File: src/rtl/mmu_port_arbiter_if.sv
// Bundle of the two L1 request ports, the MMU line port and arbiter status.
// slave is the arbiter's view; master is the surrounding caches and MMU.
interface mmu_port_arbiter_if #(
  parameter int ADDR_W = 32,
  parameter int LINE_W = 256
);
  logic              immu_read;
  logic [ADDR_W-1:0] immu_addr;
  logic              immu_done;
  logic [LINE_W-1:0] immu_read_data;

  logic              dmmu_read;
  logic              dmmu_write;
  logic [ADDR_W-1:0] dmmu_addr;
  logic [LINE_W-1:0] dmmu_write_data;
  logic              dmmu_done;
  logic [LINE_W-1:0] dmmu_read_data;

  logic              mem_read;
  logic              mem_write;
  logic [ADDR_W-1:0] mem_addr;
  logic [LINE_W-1:0] mem_write_data;
  logic              mem_done;
  logic [LINE_W-1:0] mem_read_data;

  logic              busy;
  logic              grant_d;
  logic              err;

  modport slave (
    input  immu_read, immu_addr, dmmu_read, dmmu_write, dmmu_addr, dmmu_write_data,
           mem_done, mem_read_data,
    output immu_done, immu_read_data, dmmu_done, dmmu_read_data,
           mem_read, mem_write, mem_addr, mem_write_data, busy, grant_d, err
  );

  modport master (
    output immu_read, immu_addr, dmmu_read, dmmu_write, dmmu_addr, dmmu_write_data,
           mem_done, mem_read_data,
    input  immu_done, immu_read_data, dmmu_done, dmmu_read_data,
           mem_read, mem_write, mem_addr, mem_write_data, busy, grant_d, err
  );
endinterface

File: src/rtl/mmu_port_arbiter.sv
// Round-robin arbiter sharing the MMU line port between the L1 I and D caches,
// with a watchdog that aborts hung memory transactions.
//   state  | meaning
//   IDLE   | no transaction, sampling requests
//   BUSY_I | I-side line read outstanding at MMU
//   BUSY_D | D-side read or write-back outstanding at MMU
//   RESP   | owner's done pulse is high this cycle
module mmu_port_arbiter #(
  parameter int ADDR_W  = 32,
  parameter int LINE_W  = 256,
  parameter int TIMEOUT = 1024
) (
  input logic               sys_clk,
  input logic               rst,
  mmu_port_arbiter_if.slave bus
);
  localparam int CNT_W = (TIMEOUT > 0) ? $clog2(TIMEOUT + 1) : 1;
  localparam logic [CNT_W-1:0]  WD_LAST   = CNT_W'(TIMEOUT - 1);
  localparam logic [ADDR_W-1:0] LINE_MASK = ~ADDR_W'(31);

  typedef enum logic [1:0] {S_IDLE, S_BUSY_I, S_BUSY_D, S_RESP} state_t;

  state_t            state_q, state_d;
  logic              last_owner_q, last_owner_d;
  logic              grant_d_q, grant_d_d;
  logic              busy_q, busy_d;
  logic              err_q, err_d;
  logic              mem_read_q, mem_read_d;
  logic              mem_write_q, mem_write_d;
  logic [ADDR_W-1:0] mem_addr_q, mem_addr_d;
  logic [LINE_W-1:0] mem_wdata_q, mem_wdata_d;
  logic              immu_done_q, immu_done_d;
  logic              dmmu_done_q, dmmu_done_d;
  logic [LINE_W-1:0] immu_rdata_q, immu_rdata_d;
  logic [LINE_W-1:0] dmmu_rdata_q, dmmu_rdata_d;
  logic [CNT_W-1:0]  wd_cnt_q, wd_cnt_d;

  logic i_req, d_req, pick_d, wd_fire;

  always_comb begin
    state_d      = state_q;
    last_owner_d = last_owner_q;
    grant_d_d    = grant_d_q;
    err_d        = err_q;
    mem_read_d   = mem_read_q;
    mem_write_d  = mem_write_q;
    mem_addr_d   = mem_addr_q;
    mem_wdata_d  = mem_wdata_q;
    immu_done_d  = 1'b0;
    dmmu_done_d  = 1'b0;
    immu_rdata_d = immu_rdata_q;
    dmmu_rdata_d = dmmu_rdata_q;
    wd_cnt_d     = wd_cnt_q;
    i_req        = bus.immu_read;
    d_req        = bus.dmmu_read | bus.dmmu_write;
    pick_d       = d_req & (~i_req | ~last_owner_q);
    // mem_done takes priority, so a completion on the timeout edge is not an error
    wd_fire      = (TIMEOUT != 0) && (wd_cnt_q == WD_LAST) && !bus.mem_done;

    unique case (state_q)
      S_IDLE: begin
        if (i_req || d_req) begin
          grant_d_d    = pick_d;
          last_owner_d = pick_d;
          wd_cnt_d     = '0;
          if (pick_d) begin
            mem_addr_d  = bus.dmmu_addr & LINE_MASK;
            mem_wdata_d = bus.dmmu_write_data;
            mem_write_d = bus.dmmu_write;
            mem_read_d  = ~bus.dmmu_write;
            state_d     = S_BUSY_D;
          end else begin
            mem_addr_d  = bus.immu_addr & LINE_MASK;
            mem_write_d = 1'b0;
            mem_read_d  = 1'b1;
            state_d     = S_BUSY_I;
          end
        end
      end
      S_BUSY_I, S_BUSY_D: begin
        wd_cnt_d = wd_cnt_q + 1'b1;
        if (bus.mem_done || wd_fire) begin
          mem_read_d  = 1'b0;
          mem_write_d = 1'b0;
          err_d       = err_q | wd_fire;
          state_d     = S_RESP;
          if (state_q == S_BUSY_I) begin
            immu_done_d  = 1'b1;
            immu_rdata_d = wd_fire ? '0 : bus.mem_read_data;
          end else begin
            dmmu_done_d = 1'b1;
            if (wd_fire)          dmmu_rdata_d = '0;
            else if (!mem_write_q) dmmu_rdata_d = bus.mem_read_data;
          end
        end
      end
      S_RESP:  state_d = S_IDLE;
      default: state_d = S_IDLE;
    endcase

    busy_d = (state_d != S_IDLE);
  end

  always_ff @(posedge sys_clk or posedge rst) begin
    if (rst) begin
      state_q      <= S_IDLE;
      last_owner_q <= 1'b1;
      grant_d_q    <= 1'b0;
      busy_q       <= 1'b0;
      err_q        <= 1'b0;
      mem_read_q   <= 1'b0;
      mem_write_q  <= 1'b0;
      mem_addr_q   <= '0;
      mem_wdata_q  <= '0;
      immu_done_q  <= 1'b0;
      dmmu_done_q  <= 1'b0;
      immu_rdata_q <= '0;
      dmmu_rdata_q <= '0;
      wd_cnt_q     <= '0;
    end else begin
      state_q      <= state_d;
      last_owner_q <= last_owner_d;
      grant_d_q    <= grant_d_d;
      busy_q       <= busy_d;
      err_q        <= err_d;
      mem_read_q   <= mem_read_d;
      mem_write_q  <= mem_write_d;
      mem_addr_q   <= mem_addr_d;
      mem_wdata_q  <= mem_wdata_d;
      immu_done_q  <= immu_done_d;
      dmmu_done_q  <= dmmu_done_d;
      immu_rdata_q <= immu_rdata_d;
      dmmu_rdata_q <= dmmu_rdata_d;
      wd_cnt_q     <= wd_cnt_d;
    end
  end

  assign bus.immu_done      = immu_done_q;
  assign bus.immu_read_data = immu_rdata_q;
  assign bus.dmmu_done      = dmmu_done_q;
  assign bus.dmmu_read_data = dmmu_rdata_q;
  assign bus.mem_read       = mem_read_q;
  assign bus.mem_write      = mem_write_q;
  assign bus.mem_addr       = mem_addr_q;
  assign bus.mem_write_data = mem_wdata_q;
  assign bus.busy           = busy_q;
  assign bus.grant_d        = grant_d_q;
  assign bus.err            = err_q;
endmodule

File: src/flat_wrapper.sv
// flat-port wrapper written by rule: the top's interface ports become plain ports
module mmu_port_arbiter_flat 
#(
  parameter int ADDR_W  = 32,
  parameter int LINE_W  = 256,
  parameter int TIMEOUT = 1024
)
  (sys_clk, rst, bus_immu_read, bus_immu_addr, bus_dmmu_read, bus_dmmu_write, bus_dmmu_addr, bus_dmmu_write_data, bus_mem_done, bus_mem_read_data, bus_immu_done, bus_immu_read_data, bus_dmmu_done, bus_dmmu_read_data, bus_mem_read, bus_mem_write, bus_mem_addr, bus_mem_write_data, bus_busy, bus_grant_d, bus_err);
  mmu_port_arbiter_if #(.ADDR_W(ADDR_W), .LINE_W(LINE_W)) bus_i ();
  input logic sys_clk;
  input logic rst;
  input wire logic [$bits(bus_i.immu_read)-1:0] bus_immu_read;
  input wire logic [$bits(bus_i.immu_addr)-1:0] bus_immu_addr;
  input wire logic [$bits(bus_i.dmmu_read)-1:0] bus_dmmu_read;
  input wire logic [$bits(bus_i.dmmu_write)-1:0] bus_dmmu_write;
  input wire logic [$bits(bus_i.dmmu_addr)-1:0] bus_dmmu_addr;
  input wire logic [$bits(bus_i.dmmu_write_data)-1:0] bus_dmmu_write_data;
  input wire logic [$bits(bus_i.mem_done)-1:0] bus_mem_done;
  input wire logic [$bits(bus_i.mem_read_data)-1:0] bus_mem_read_data;
  output wire logic [$bits(bus_i.immu_done)-1:0] bus_immu_done;
  output wire logic [$bits(bus_i.immu_read_data)-1:0] bus_immu_read_data;
  output wire logic [$bits(bus_i.dmmu_done)-1:0] bus_dmmu_done;
  output wire logic [$bits(bus_i.dmmu_read_data)-1:0] bus_dmmu_read_data;
  output wire logic [$bits(bus_i.mem_read)-1:0] bus_mem_read;
  output wire logic [$bits(bus_i.mem_write)-1:0] bus_mem_write;
  output wire logic [$bits(bus_i.mem_addr)-1:0] bus_mem_addr;
  output wire logic [$bits(bus_i.mem_write_data)-1:0] bus_mem_write_data;
  output wire logic [$bits(bus_i.busy)-1:0] bus_busy;
  output wire logic [$bits(bus_i.grant_d)-1:0] bus_grant_d;
  output wire logic [$bits(bus_i.err)-1:0] bus_err;
  assign bus_i.immu_read = bus_immu_read;
  assign bus_i.immu_addr = bus_immu_addr;
  assign bus_i.dmmu_read = bus_dmmu_read;
  assign bus_i.dmmu_write = bus_dmmu_write;
  assign bus_i.dmmu_addr = bus_dmmu_addr;
  assign bus_i.dmmu_write_data = bus_dmmu_write_data;
  assign bus_i.mem_done = bus_mem_done;
  assign bus_i.mem_read_data = bus_mem_read_data;
  assign bus_immu_done = bus_i.immu_done;
  assign bus_immu_read_data = bus_i.immu_read_data;
  assign bus_dmmu_done = bus_i.dmmu_done;
  assign bus_dmmu_read_data = bus_i.dmmu_read_data;
  assign bus_mem_read = bus_i.mem_read;
  assign bus_mem_write = bus_i.mem_write;
  assign bus_mem_addr = bus_i.mem_addr;
  assign bus_mem_write_data = bus_i.mem_write_data;
  assign bus_busy = bus_i.busy;
  assign bus_grant_d = bus_i.grant_d;
  assign bus_err = bus_i.err;
  mmu_port_arbiter #(.ADDR_W(ADDR_W), .LINE_W(LINE_W), .TIMEOUT(TIMEOUT)) u_core (.sys_clk(sys_clk), .rst(rst), .bus(bus_i));
endmodule
File: config.mk
export PLATFORM = sky130hd
export DESIGN_NAME = mmu_port_arbiter_flat
export DESIGN_NICKNAME = d
export VERILOG_FILES = /design/src/rtl/mmu_port_arbiter_if.sv /design/src/rtl/mmu_port_arbiter.sv /design/src/flat_wrapper.sv
export SDC_FILE = /design/constraint.sdc
export NUM_CORES = 1
export LEC_CHECK = 0
export ABC_CLOCK_PERIOD_IN_PS = 43700
export BUFFER_PORTS_ARGS = -buffer_cell sky130_fd_sc_hd__buf_2
export CORE_AREA = 2 2 544 546
export DETAILED_ROUTE_END_ITERATION = 8
export DIE_AREA = 0 0 546 548
export PLACE_DENSITY = 0.37
export RECOVER_POWER = 100
export SETUP_SLACK_MARGIN = 0.3
export SLEW_MARGIN = 5
export SYNTH_ARGS = -nofsm -noshare
export SYNTH_HDL_FRONTEND = slang
export SYNTH_SLANG_ARGS = --single-unit
File: constraint.sdc
create_clock -name sys_clk -period 43.7 [get_ports sys_clk]
set_input_delay 8.74 -clock sys_clk [delete_from_list [all_inputs] [get_ports sys_clk]]
set_output_delay 8.74 -clock sys_clk [all_outputs]
set_load 0.02 [all_outputs]
After elaboration in Yosys (flattened, before gate mapping)
Index checks and enable logic that the tools add are counted.

operators by class
  add/sub/neg operators = 1
  equality and inequality tests = 7
  muxes and demuxes = 23
  bitwise gates (word level) = 8
  reductions and logical operators = 15

operators with widths
  operator                                               count
  two-way mux 256 bit                                    3
  two-way mux 32 bit                                     1
  case mux 11 bit (2 select lines)                       1
  adder 11 x 1 -> 11 bit, second input constant          1
  equality test 11 x 10 -> 1 bit, second input constant  1
  two-way mux 1 bit                                      11
  two-way mux 11 bit                                     1
  AND reduction 3 bit                                    3
  two-way mux 2 bit                                      3
  case mux 2 bit (3 select lines)                        1
  AND reduction 2 bit                                    3
  equality test 2 bit, second input constant             2
  inequality test 2 x 1 -> 1 bit, second input constant  2
  inverter 1 bit                                         4
  case mux 1 bit (2 select lines)                        2
  AND reduction 4 bit                                    1
  nonzero test 2 bit                                     2
  bitwise OR 1 bit                                       3
  equality test 2 x 1 -> 1 bit, second input constant    1
  logical NOT 2 bit                                      1
  logical OR 1 bit                                       2
  inequality test 2 bit, second input constant           1
  OR reduction 2 bit                                     1
  AND 1 bit                                              1
  other kinds (2)                                        2

storage, ports and cells
  bits in registers = 821
  input port bits = 582
  output and inout bits = 807
  logic and storage cells = 68

Logic depth before layout (Yosys ltp)
Gate-level depths: netlist of the first run.

  word-level depth = 7
  gate-level depth with buffers = 9
  gate-level depth less buffers = 6

Worst setup path before layout of the first run
OpenSTA, ideal clock, no wires.

  path kind = input port to flip-flop
  start point = in bus_immu_read
  end point = reg u_core.mem_wdata_q[42], in the netlist u_core.bus.mem_write_data[42]
  library setup time = 0.125 ns
  data arrival time = 9.864 ns
  required time = 43.575 ns
  path slack = 33.711 ns
  stages = 7
  path buffers = 3
  path through = nand2_1 o21a_1 and2_1 buf_2 buf_6 buf_2 mux2_2

on the way
  word-level cells in the longest chain between the ends = 4
  elaborated cells between the ends (all ways) = 5
  classes of those cells = bitwise (3); reduce/logical (2)

ends and longest elaborated chain
  item                             line                     RTL
  from (decl)                      flat_wrapper.sv:12       input wire logic [$bits(bus_i.immu_read)-1:0] bus_immu_read;
  inverter 1 bit                   mmu_port_arbiter.sv:56   pick_d = d_req & (~i_req | ~last_owner_q);
  bitwise OR 1 bit                 mmu_port_arbiter.sv:56
  AND 1 bit                        mmu_port_arbiter.sv:56
  AND reduction 3 bit (no line) *  n/a
  to (signal assigned)             mmu_port_arbiter.sv:129  mem_wdata_q <= mem_wdata_d;
  to (decl)                        mmu_port_arbiter.sv:31   logic [LINE_W-1:0] mem_wdata_q, mem_wdata_d;

Mark *: on every way between the ends. The rest lies on a longest branch, timed or not.
A chain may end at the register's enable or synchronous reset.

==> tab_implementation.tex, run 1 <==
\begin{tabular}{lr}
\hline
Metric & Value \\
\hline
\multicolumn{2}{l}{\textbf{CTS}} \\
Clock buffer depth & 4 \\
Clock Tree Root & clkbuf\_16 \\
H-tree level count & 3 \\
Clock-pin slew on the worst setup and hold paths & 0.06 ns \\
TritonCTS clock tree & yes \\
Clock buffer count from CTS & 105 \\
Worst skew pair latency & 0.82 ns \\
Setup Fix Bufs, Post-CTS & 0 \\
Hold buffer count at CTS & 0 \\
Num Clock Sinks & 816 \\
Total of cells resized after clock tree synthesis & 0 \\
\multicolumn{2}{l}{\textbf{Global route}} \\
First-pass GRT wire length & 243000 um \\
Initial antenna violation count & 211 \\
Global route total overflow & 0 \\
Via count of the first global-routing pass & 24600 \\
GRT Overall Usage & 11.9\% \\
Largest net degree at the start of global routing & 140 \\
\multicolumn{2}{l}{\textbf{Yosys}} \\
Most used standard cells in the synthesized netlist & dfrtp\_1, a22o\_1, mux2\_2, buf\_2, nand2\_1 \\
Synthesized-area fraction occupied by xor and xnor cells & 0.0875\% \\
Share of synthesized area spent on multiplexers & 10.6\% \\
Post-synth design cell area & 30000 um\^{}2 \\
Synth Area in Simple Gates & 1.46\% \\
FFs w/ async S/R, synth & 100\% \\
Count of state elements after synthesis & 816 \\
Library cell occupying the most area in the post-synthesis netlist & dfrtp\_1 \\
Ranking of synthesized cells by area & dfrtp\_1, a22o\_1, mux2\_2, buf\_6, mux2\_1 \\
Number of distinct library cells after synthesis & 46 \\
Main combinational cell family by area after synthesis & compound AO/OA/AOI/OAI gates \\
Instance count of the mapped netlist & 1928 \\
Yosys warnings & 0 \\
Share of synthesized cell area in full adder, half adder and majority cells & 0.208\% \\
Most repeated cell in the gate-level netlist after synthesis & dfrtp\_1 \\
Share of the yosys chip area belonging to registers & 68.0\% \\
Synth Flop Type & dfrtp\_1 \\
Yosys top cell area share & 67.9\% \\
Number of synthesized flops with an enable pin & 0 \\
Synthesized-area fraction occupied by ao, oa, aoi and oai cells & 15.9\% \\
Avg Synthesized Cell Area & 15.6 um\^{}2 \\
\multicolumn{2}{l}{\textbf{STA}} \\
Headroom to the max-slew limit & -458\% \\
Final Worst Setup Slack & 20.69 ns \\
Slew Limit Fails & 1595 \\
Period Utilization, post-route & 52.7\% \\
Setup repair after global routing missed its margin & false \\
Post-layout min period & 23.01 ns \\
Transition time at the pin with the least slew margin & 8.38 ns \\
Final Setup Violations & 0 \\
Worst clock skew & 0.0591 ns \\
Total negative slack for setup checks & 0 ns \\
Count of final hold-check violations & 0 \\
Worst slack on hold paths & 0.461 ns \\
Upper clock frequency limit & 43.5 MHz \\
\multicolumn{2}{l}{\textbf{Route}} \\
Antenna viol nets, final & 0 \\
Count of unresolved DRC violations after routing & 0 \\
Number of vias per cell after detailed routing & 3.29 \\
Vias & 24200 \\
Initial DRT Pass Iterations & 5 \\
Number of DRC markers after the initial detailed-route iteration & 1449 \\
Drt total wl & 186000 um \\
Routed wire length per instance & 25.3 um \\
\multicolumn{2}{l}{\textbf{Worst setup path}} \\
Startpoint type of the worst setup path & input pin \\
Critical path type & in2async \\
Data arrival at the endpoint of the critical path & 23.35 ns \\
Nature of the critical path endpoint & asynchronous set/reset pin \\
Critical-path maximum fanout & 101 \\
Critical Path RT & 44.04 ns \\
\multicolumn{2}{l}{\textbf{Layout}} \\
Combined area of the multi-input logic cells & 8500 um\^{}2 \\
Layout area overhead & 45.2\% \\
Footprint of the flip-flops and latches & 20400 um\^{}2 \\
Net count of the finished layout & 3875 \\
Fraction of layout cells with a size suffix above 1 & 29.2\% \\
Final instance area & 43600 um\^{}2 \\
Count of fill cells added during filler insertion & 33200 \\
\multicolumn{2}{l}{\textbf{Placement}} \\
Detailed placement HPWL & 150000 um \\
Setup Slack @ Placement & 30.23 ns \\
Routability cong. & 0.928 \\
Post-detailed-placement cell area & 41100 um\^{}2 \\
Number of port buffers & 1373 \\
\multicolumn{2}{l}{\textbf{Flow run}} \\
Max Cap Violations & 29 \\
\multicolumn{2}{l}{\textbf{Floorplanning}} \\
Die Width & 546 um \\
Initial standard-cell utilization of the core & 10.2\% \\
Area of the die & 299000 um\^{}2 \\
Standard cell core area & 293000 um\^{}2 \\
Placement row count & 199 \\
Io pins & 1389 \\
Die outline height & 548 um \\
\multicolumn{2}{l}{\textbf{Status}} \\
Outcome & complete, but fails checks \\
Failing checks & capacitance limit, slew limit \\
\multicolumn{2}{l}{\textbf{Pwr}} \\
Leakage & 18.9 nW \\
Post-layout power & 3.93 mW \\
Largest vdd supply drop & 0.0354 mV \\
Power density relative to cell area & 90.1 nW/um\^{}2 \\
\multicolumn{2}{l}{\textbf{Worst hold path}} \\
Type of the most critical hold path & reg2reg \\
\hline
\end{tabular}
power by group:
part / internal, mW / total (mW) / switching (mW) / leakage [nW]
clock: 0.541 / 0.912 / 0.371 / 1.75
sequential: 1.12 / 1.34 / 0.220 / 10.0
combinational: 0.560 / 1.67 / 1.11 / 7.12
cells by family (layout without fill, tap and decap cells):
logic type               Yosys count  after routing
flip-flops                       816            816
AO/OA/AOI/OAI                    561            561
multiplexers                     285            285
buffers and inverters            168           1598
AND/OR/NAND/NOR                   89             89
adder cells (fa/ha/maj)            5              5
XOR/XNOR                           3              3
other                              1             59
layout by cell type (no fill, tap or decap), types with 3 or more instances in the layout:
cell type / instances
dfrtp_1: 815
a22o_1: 512
bufinv_16: 10
clkbuf_1: 843
nor3_1: 4
nand3_1: 3
conb_1: 5
clkinv_2: 17
ha_1: 5
clkbuf_16: 105
mux2i_1: 29
nor4_1: 4
nand2_1: 53
diode_2: 54
clkinvlp_4: 3
buf_2: 568
buf_4: 10
o21ai_0: 32
clkbuf_8: 25
a21oi_1: 3
o211ai_1: 3
mux2_2: 226
nand4b_1: 4
xnor2_1: 3
mux2_1: 30
inv_1: 7
nor2_1: 10
final cells by class:
type	instances	area share, %
Antenna cell	54	0.310
Clock buffer	143	6.93
Clock inverter	38	1.19
Inverter	8	0.0718
Multi-Input combinational cell	948	19.5
Sequential cell	816	46.9
Tap cell	3919	11.2
Timing Repair Buffer	1409	13.9
flip-flops by register name, indices dropped and copies added (netlist names), 2 cells and up:
register	flops
u_core.bus.mem_write_data	256
u_core.bus.immu_read_data	256
u_core.state_q	2
u_core.bus.mem_addr	27
u_core.wd_cnt_q	11
u_core.bus.dmmu_read_data	256
metal layers:
| layer | GRT usage (%) | vias to the layer above | share of wire [%] |
|---|---|---|---|
| met5 | 0 | - | 0.47 |
| met4 | 2.51 | 136 | 2.6 |
| met3 | 7.72 | 424 | 15 |
| met2 | 18.8 | 1393 | 45 |
| met1 | 13.4 | 12200 | 37 |
| li1 | - | 10000 | - |
path summary, 6_finish.rpt:
check	from	end	slack (ns)	cells past startpoint
worst min-delay path	u_core.last_owner_q$_DFFE_PP1P_	u_core.last_owner_q$_DFFE_PP1P_	0.46	2
worst max register to register	u_core.state_q[1]$_DFF_PP0_	u_core.bus.mem_write_data[191]$_DFFE_PP0P_	30.21	6
min in group asynchronous	rst	u_core.bus.mem_addr[10]$_DFFE_PP0P_	9.39	2
worst max-delay path	rst	u_core.bus.dmmu_read_data[74]$_DFFE_PP0P_	20.69	7
worst min register to register	u_core.last_owner_q$_DFFE_PP1P_	u_core.last_owner_q$_DFFE_PP1P_	0.46	2
max in group sys_clk	bus_immu_read	u_core.bus.mem_write_data[191]$_DFFE_PP0P_	22.81	7
worst max-delay path, stage by stage:
cell,delay [ns]
clkbuf_1,0.08
clkinvlp_2,2.67
clkbuf_1,2.39
clkbuf_1,2.56
clkbuf_1,2.03
clkbuf_1,2.47
clkbuf_1,2.01
metrics by stage:
| step | util [%] | std cells |
|---|---|---|
| 2_1_floorplan | - | 1932 |
| 3_3_place_gp | 14.0 | 7100 |
| 3_5_place_dp | 14.0 | 7100 |
| 4_1_cts | 15.2 | 7281 |
| 5_1_grt | 14.8 | 7286 |
| 6_report | 14.9 | 7335 |
(Power assumes the default switching activity.)
==> run 2: changes to the inputs <==
--- a/config.mk
+++ b/config.mk
@@ -5,7 +5,7 @@
 export SDC_FILE = /design/constraint.sdc
 export NUM_CORES = 1
 export LEC_CHECK = 0
-export ABC_CLOCK_PERIOD_IN_PS = 43700
+export ABC_CLOCK_PERIOD_IN_PS = 18800
 export BUFFER_PORTS_ARGS = -buffer_cell sky130_fd_sc_hd__buf_2
 export CORE_AREA = 2 2 544 546
 export DETAILED_ROUTE_END_ITERATION = 8
==> constraint.sdc (replaced) <==
create_clock -name sys_clk -period 18.8 [get_ports sys_clk]
set_input_delay 3.76 -clock sys_clk [delete_from_list [all_inputs] [get_ports sys_clk]]
set_output_delay 3.76 -clock sys_clk [all_outputs]
set_load 0.02 [all_outputs]
==> tab_implementation.tex, run 2 (synthesis results as in run 1) <==
\begin{tabular}{lr}
\hline
Metric & Value \\
\hline
\multicolumn{2}{l}{\textbf{STA}} \\
Transition time at the pin with the least slew margin & 6.86 ns (-1.52 ns) \\
Total negative slack for setup checks & 0 ns (unchanged) \\
Headroom to the max-slew limit & -357\% (+100 points) \\
Setup repair after global routing missed its margin & false \\
Post-layout min period & 12.25 ns \\
Period Utilization, post-route & 65.1\% \\
Count of final hold-check violations & 0 (unchanged) \\
Final Setup Violations & 0 (unchanged) \\
Upper clock frequency limit & 81.7 MHz \\
Slew Limit Fails & 1290 (-19\%) \\
Worst clock skew & 0.0370 ns (-0.0221 ns) \\
\multicolumn{2}{l}{\textbf{Flow run}} \\
Max Cap Violations & 26 (-10\%) \\
\multicolumn{2}{l}{\textbf{Route}} \\
Highest routing layer actually used & met5 \\
Antenna viol nets, final & 0 (unchanged) \\
Number of vias per cell after detailed routing & 3.31 (+0.44\%) \\
Amount of wire on met2 after detailed routing & 79500 um (-4.2\%) \\
Routed wire length per instance & 25.4 um (+0.31\%) \\
Vias & 24300 (+0.72\%) \\
DRT met1 WL & 69900 um (+0.95\%) \\
Number of DRC markers after the initial detailed-route iteration & 1827 (+26\%) \\
Count of unresolved DRC violations after routing & 0 (unchanged) \\
Met3 wirelength from detailed routing & 30600 um (+9.0\%) \\
Initial DRT Pass Iterations & 5 (unchanged) \\
Drt total wl & 187000 um (+0.60\%) \\
\multicolumn{2}{l}{\textbf{Placement}} \\
Routability cong. & 0.922 (-0.71\%) \\
Cell total after placement & 7098 (-0.028\%) \\
Detailed placement HPWL & 151000 um (+0.85\%) \\
Number of port buffers & 1373 (unchanged) \\
Post-detailed-placement cell area & 41100 um\^{}2 (about the same) \\
\multicolumn{2}{l}{\textbf{Floorplanning}} \\
Io pins & 1389 (unchanged) \\
Die Width & 546 um (unchanged) \\
Placement row count & 199 (unchanged) \\
Area of the die & 299000 um\^{}2 (unchanged) \\
Initial standard-cell utilization of the core & 10.2\% (unchanged) \\
Standard cell core area & 293000 um\^{}2 (unchanged) \\
Die outline height & 548 um (unchanged) \\
\multicolumn{2}{l}{\textbf{Layout}} \\
Most frequent standard cell in the layout excluding fill and tap cells & clkbuf\_1 \\
Layout area overhead & 45.6\% \\
Fraction of layout cells with a size suffix above 1 & 29.2\% (-0.078 points) \\
Count of fill cells added during filler insertion & 33100 (-0.11\%) \\
Commonest cells after routing, fill and taps aside & clkbuf\_1, dfrtp\_1, buf\_2 \\
Combined area of the multi-input logic cells & 8510 um\^{}2 (about the same) \\
Post-layout instance count excluding filler cells & 7356 (+0.29\%) \\
Net count of the finished layout & 3876 (+0.026\%) \\
Final Core Density & 14.9\% (+0.045 points) \\
Footprint of the flip-flops and latches & 20400 um\^{}2 (unchanged) \\
Final instance area & 43700 um\^{}2 (+0.30\%) \\
\multicolumn{2}{l}{\textbf{CTS}} \\
TritonCTS clock tree & yes \\
Hold buffer count at CTS & 0 (unchanged) \\
Total of cells resized after clock tree synthesis & 0 (unchanged) \\
Num Clock Sinks & 816 (unchanged) \\
H-tree level count & 3 (unchanged) \\
Clock Tree Root & clkbuf\_16 \\
Clock-pin slew on the worst setup and hold paths & 0.06 ns (about the same) \\
Clock buffer depth & 4 (unchanged) \\
Setup Fix Bufs, Post-CTS & 0 (unchanged) \\
Worst skew pair latency & 0.83 ns (about the same) \\
Clock buffer count from CTS & 108 (+2.9\%) \\
\multicolumn{2}{l}{\textbf{Worst setup path}} \\
Startpoint type of the worst setup path & input pin \\
Critical-path maximum fanout & 111 (+9.9\%) \\
Nature of the critical path endpoint & register \\
FF-to-FF Start & u\_core.state\_q[1]\$\_DFF\_PP0\_ \\
Data arrival at the endpoint of the critical path & 12.94 ns (-10.41 ns) \\
Critical path type & in2reg \\
Logic depth of the worst register-to-register path & 8 (+2) \\
Worst reg-to-reg setup slack & 8.87 ns (-21.34 ns) \\
Worst R2R End & u\_core.bus.dmmu\_read\_data[92]\$\_DFFE\_PP0P\_ \\
Critical Path RT & 19.49 ns (-24.55 ns) \\
\multicolumn{2}{l}{\textbf{Global route}} \\
Largest net degree at the start of global routing & 140 (unchanged) \\
GRT Overall Usage & 12.0\% (+0.078 points) \\
Global route total overflow & 0 (unchanged) \\
Initial antenna violation count & 203 (-3.8\%) \\
Via count of the first global-routing pass & 24700 (+0.27\%) \\
First-pass GRT wire length & 244000 um (+0.57\%) \\
\multicolumn{2}{l}{\textbf{Worst hold path}} \\
Start point of the worst hold path & u\_core.last\_owner\_q\$\_DFFE\_PP1P\_ \\
Type of the most critical hold path & reg2reg \\
End of the worst hold path & u\_core.last\_owner\_q\$\_DFFE\_PP1P\_ \\
Hold path cells & 2 (unchanged) \\
\multicolumn{2}{l}{\textbf{Status}} \\
Outcome & complete, but fails checks \\
Failing checks & capacitance limit, slew limit \\
\multicolumn{2}{l}{\textbf{Pwr}} \\
Power density relative to cell area & 210 nW/um\^{}2 (+130\%) \\
Leakage & 18.9 nW (about the same) \\
Largest vdd supply drop & 0.103 mV (+190\%) \\
\hline
\end{tabular}
## run 2: cell count changes in the layout (fill, tap and decap cells not counted), moves of 3 or more
cell / delta
buf_12: +3
clkbuf_1: +8
clkbuf_16: +3
clkbuf_8: -8
clkinv_4: +3
clkinvlp_4: +5
diode_2: +12
## run 2: metrics by stage
step	power (mW)	hold slack (ns)	setup slack, ns
global route	9.66	0.478	6.20
global placement	7.28	0.460	11.19
floorplan	5.47	0.439	3.84
detailed placement	7.29	0.451	11.16
CTS	9.50	0.462	12.08
finish	9.17	0.460	6.55
## run 2: layout make-up
type                    count  area share (%)
clock buffers             150            6.93
diodes                     66           0.378
flip-flops and latches    816            46.7
inverters                   8          0.0715
clock inverters            42            1.30
multi-input cells         948            19.5
well taps                3919            11.2
repair buffers           1407            13.9
## run 2: worst max path at each step
stage | end | slack (ns) | from | depth (start not counted)
detailed placement | u_core.bus.mem_write_data[53]$_DFFE_PP0P_ | 11.16 | rst | 6
global route | u_core.bus.immu_read_data[88]$_DFFE_PP0P_ | 6.20 | bus_mem_done | 6
finish | u_core.bus.immu_read_data[98]$_DFFE_PP0P_ | 6.55 | bus_mem_done | 6
CTS | u_core.bus.mem_write_data[39]$_DFFE_PP0P_ | 12.08 | rst | 6
global placement | u_core.bus.dmmu_read_data[207]$_DFFE_PP0P_ | 11.19 | rst | 6
floorplan | u_core.bus.busy$_DFF_PP0_ | 3.84 | rst | 1
## run 2: critical path, cell delays in order
cell	delay, ns
clkbuf_1	0.10
inv_1	0.10
o31ai_1	0.16
nand2_1	2.86
clkbuf_1	4.72
a22o_1	0.56
## run 2: metal layers
layer	vias up	track usage (%)
li1	10000	-
met1	12300	13.5
met2	1439	17.8
met3	425	8.54
met4	122	3.61
met5	-	0
## run 2: power breakdown
group / internal (mW) / switching [mW] / leakage (nW)
Combinational: 1.26 / 2.66 / 7.14
Clock: 1.26 / 0.868 / 1.75
Sequential: 2.61 / 0.502 / 10.0
==> run 3: changes to the inputs <==
--- a/config.mk
+++ b/config.mk
@@ -5,7 +5,7 @@
 export SDC_FILE = /design/constraint.sdc
 export NUM_CORES = 1
 export LEC_CHECK = 0
-export ABC_CLOCK_PERIOD_IN_PS = 18800
+export ABC_CLOCK_PERIOD_IN_PS = 11850
 export BUFFER_PORTS_ARGS = -buffer_cell sky130_fd_sc_hd__buf_2
 export CORE_AREA = 2 2 544 546
 export DETAILED_ROUTE_END_ITERATION = 8
==> constraint.sdc (replaced) <==
create_clock -name sys_clk -period 11.85 [get_ports sys_clk]
set_input_delay 2.37 -clock sys_clk [delete_from_list [all_inputs] [get_ports sys_clk]]
set_output_delay 2.37 -clock sys_clk [all_outputs]
set_load 0.02 [all_outputs]
==> tab_implementation.tex, run 3 (synthesis results as in run 1) <==
\begin{tabular}{lr}
\hline
Metric & Value \\
\hline
\multicolumn{2}{l}{\textbf{STA}} \\
Slew Limit Fails & 776 (-40\%) \\
Headroom to the max-slew limit & -201\% (+160 points) \\
Period Utilization, post-route & 67.4\% \\
Final Setup Violations & 0 (unchanged) \\
Worst clock skew & 0.0449 ns (+0.00793 ns) \\
Final Worst Setup Slack & 3.87 ns (-2.69 ns) \\
Post-layout min period & 7.98 ns \\
Upper clock frequency limit & 125 MHz \\
Count of final hold-check violations & 0 (unchanged) \\
Setup repair after global routing missed its margin & false \\
Transition time at the pin with the least slew margin & 4.52 ns (-2.34 ns) \\
\multicolumn{2}{l}{\textbf{Worst setup path}} \\
Nature of the critical path endpoint & register \\
CP max stage cell & nand2\_1 \\
Startpoint type of the worst setup path & input pin \\
Critical path type & in2reg \\
Cell type with the highest occurrence count on the critical path & clkbuf\_1 \\
Data arrival at the endpoint of the critical path & 8.70 ns (-4.24 ns) \\
Critical-path maximum fanout & 87 (-22\%) \\
Crit-path max cell delay & 2.94 ns (-1.78 ns) \\
Critical Path RT & 12.57 ns (-6.92 ns) \\
Cells traversed along the worst timing path & clkbuf\_1, inv\_1, o31ai\_1, nand2\_1, clkbuf\_1, buf\_4, a22o\_1 \\
\multicolumn{2}{l}{\textbf{Pwr}} \\
Leakage & 19.0 nW (+0.42\%) \\
Largest vdd supply drop & 0.136 mV (+31\%) \\
Post-layout power & 14.5 mW (+58\%) \\
Power density relative to cell area & 330 nW/um\^{}2 (+58\%) \\
\multicolumn{2}{l}{\textbf{Placement}} \\
Setup Slack @ Placement & 6.35 ns (-4.82 ns) \\
Post-detailed-placement cell area & 41100 um\^{}2 (about the same) \\
Detailed placement HPWL & 152000 um (+0.58\%) \\
Routability cong. & 0.896 (-2.8\%) \\
Number of port buffers & 1373 (unchanged) \\
Cell total after placement & 7100 (+0.028\%) \\
\multicolumn{2}{l}{\textbf{Status}} \\
Outcome & complete, but fails checks \\
Failing checks & capacitance limit, slew limit \\
\multicolumn{2}{l}{\textbf{Global route}} \\
Largest net degree at the start of global routing & 129 (-7.9\%) \\
Global route total overflow & 0 (unchanged) \\
First-pass GRT wire length & 245000 um (+0.31\%) \\
Via count of the first global-routing pass & 24600 (-0.34\%) \\
Initial antenna violation count & 214 (+5.4\%) \\
GRT Overall Usage & 12.1\% (+0.062 points) \\
\multicolumn{2}{l}{\textbf{Route}} \\
Count of unresolved DRC violations after routing & 0 (unchanged) \\
Number of vias per cell after detailed routing & 3.31 (about the same) \\
Vias & 24300 (-0.22\%) \\
Initial DRT Pass Iterations & 5 (unchanged) \\
Antenna viol nets, final & 0 (unchanged) \\
Drt total wl & 187000 um (+0.20\%) \\
Number of DRC markers after the initial detailed-route iteration & 1659 (-9.2\%) \\
Routed wire length per instance & 25.5 um (+0.34\%) \\
\multicolumn{2}{l}{\textbf{Floorplanning}} \\
Io pins & 1389 (unchanged) \\
Standard cell core area & 293000 um\^{}2 (unchanged) \\
Initial standard-cell utilization of the core & 10.2\% (unchanged) \\
Area of the die & 299000 um\^{}2 (unchanged) \\
Die Width & 546 um (unchanged) \\
Die outline height & 548 um (unchanged) \\
Placement row count & 199 (unchanged) \\
\multicolumn{2}{l}{\textbf{CTS}} \\
Clock buffer count from CTS & 108 (unchanged) \\
Clock-pin slew on the worst setup and hold paths & 0.06 ns (about the same) \\
Num Clock Sinks & 816 (unchanged) \\
Clock Tree Root & clkbuf\_16 \\
Hold buffer count at CTS & 0 (unchanged) \\
TritonCTS clock tree & yes \\
Total of cells resized after clock tree synthesis & 0 (unchanged) \\
H-tree level count & 3 (unchanged) \\
Setup Fix Bufs, Post-CTS & 0 (unchanged) \\
Clock buffer depth & 4 (unchanged) \\
Worst skew pair latency & 0.83 ns (about the same) \\
\multicolumn{2}{l}{\textbf{Worst hold path}} \\
Type of the most critical hold path & reg2reg \\
\multicolumn{2}{l}{\textbf{Layout}} \\
Fraction of layout cells with a size suffix above 1 & 29.5\% (+0.34 points) \\
Final Core Density & 14.9\% (+0.021 points) \\
Net count of the finished layout & 3878 (+0.052\%) \\
Layout area overhead & 45.8\% \\
Most frequent standard cell in the layout excluding fill and tap cells & clkbuf\_1 \\
Commonest cells after routing, fill and taps aside & clkbuf\_1, dfrtp\_1, buf\_2 \\
Post-layout instance count excluding filler cells & 7346 (-0.14\%) \\
Count of fill cells added during filler insertion & 33200 (+0.097\%) \\
Final instance area & 43800 um\^{}2 (+0.14\%) \\
\multicolumn{2}{l}{\textbf{Flow run}} \\
Max Cap Violations & 17 (-35\%) \\
\hline
\end{tabular}
[run 3: cell types whose count changed in the layout (fill, tap and decap cells not counted), moves of 2 or more]
cell,change
inv_16,-3
clkinvlp_4,-2
buf_4,+10
clkbuf_8,+7
clkinv_16,+2
diode_2,-15
clkbuf_1,-9
[run 3: area by class of cell]
| class | instances | area [um^2] | area share [%] |
|---|---|---|---|
| Antenna cell | 51 | 128 | 0.291 |
| Clock buffer | 156 | 3120 | 7.13 |
| Clock inverter | 39 | 536 | 1.22 |
| Inverter | 8 | 31.3 | 0.0714 |
| Multi-Input combinational cell | 948 | 8490 | 19.4 |
| Sequential cell | 816 | 20400 | 46.6 |
| Tap cell | 3919 | 4900 | 11.2 |
| Timing Repair Buffer | 1409 | 6150 | 14.0 |
[run 3: path summary, 6_finish.rpt]
kind,from,end,slack [ns],cells past startpoint
max,bus_mem_done,u_core.bus.immu_read_data[96]$_DFFE_PP0P_,3.87,7
min,u_core.last_owner_q$_DFFE_PP1P_,u_core.last_owner_q$_DFFE_PP1P_,0.46,2
max reg2reg,u_core.state_q[0]$_DFF_PP0_,u_core.bus.dmmu_read_data[97]$_DFFE_PP0P_,4.79,8
min reg2reg,u_core.last_owner_q$_DFFE_PP1P_,u_core.last_owner_q$_DFFE_PP1P_,0.46,2
max in group asynchronous,rst,u_core.bus.mem_write_data[37]$_DFFE_PP0P_,4.56,5
min in group asynchronous,rst,u_core.bus.mem_write_data[71]$_DFFE_PP0P_,1.82,3
[run 3: stage by stage]
stage / hold WS [ns] / TNS, ns
2_1_floorplan: 0.439 / -1404.83
3_3_place_gp: 0.459 / 0
3_5_place_dp: 0.457 / 0
4_1_cts: 0.467 / 0
5_1_grt: 0.487 / 0
6_report: 0.463 / 0
[run 3: critical path: cells and delay by family]
kind / cells / cell delay (ns)
AND/OR/NAND/NOR: 1 / 2.94
buffers and inverters: 4 / 2.75
AO/OA/AOI/OAI: 2 / 0.36
[run 3: per-layer routing]
metal / part of all wire [%] / GRT usage [%]
met5: 0.50 / 0
met3: 16 / 8.17
met2: 43 / 18.3
met1: 37 / 13.7
met4: 3.0 / 3.02
[run 3: power by group]
group / internal, mW / total [mW] / switching [mW] / leakage [nW]
Clock: 2.03 / 3.41 / 1.38 / 1.78
Combinational: 1.95 / 6.12 / 4.17 / 7.18
Sequential: 4.14 / 4.94 / 0.799 / 10.0
Total: 8.12 / 14.5 / 6.35 / 19.0
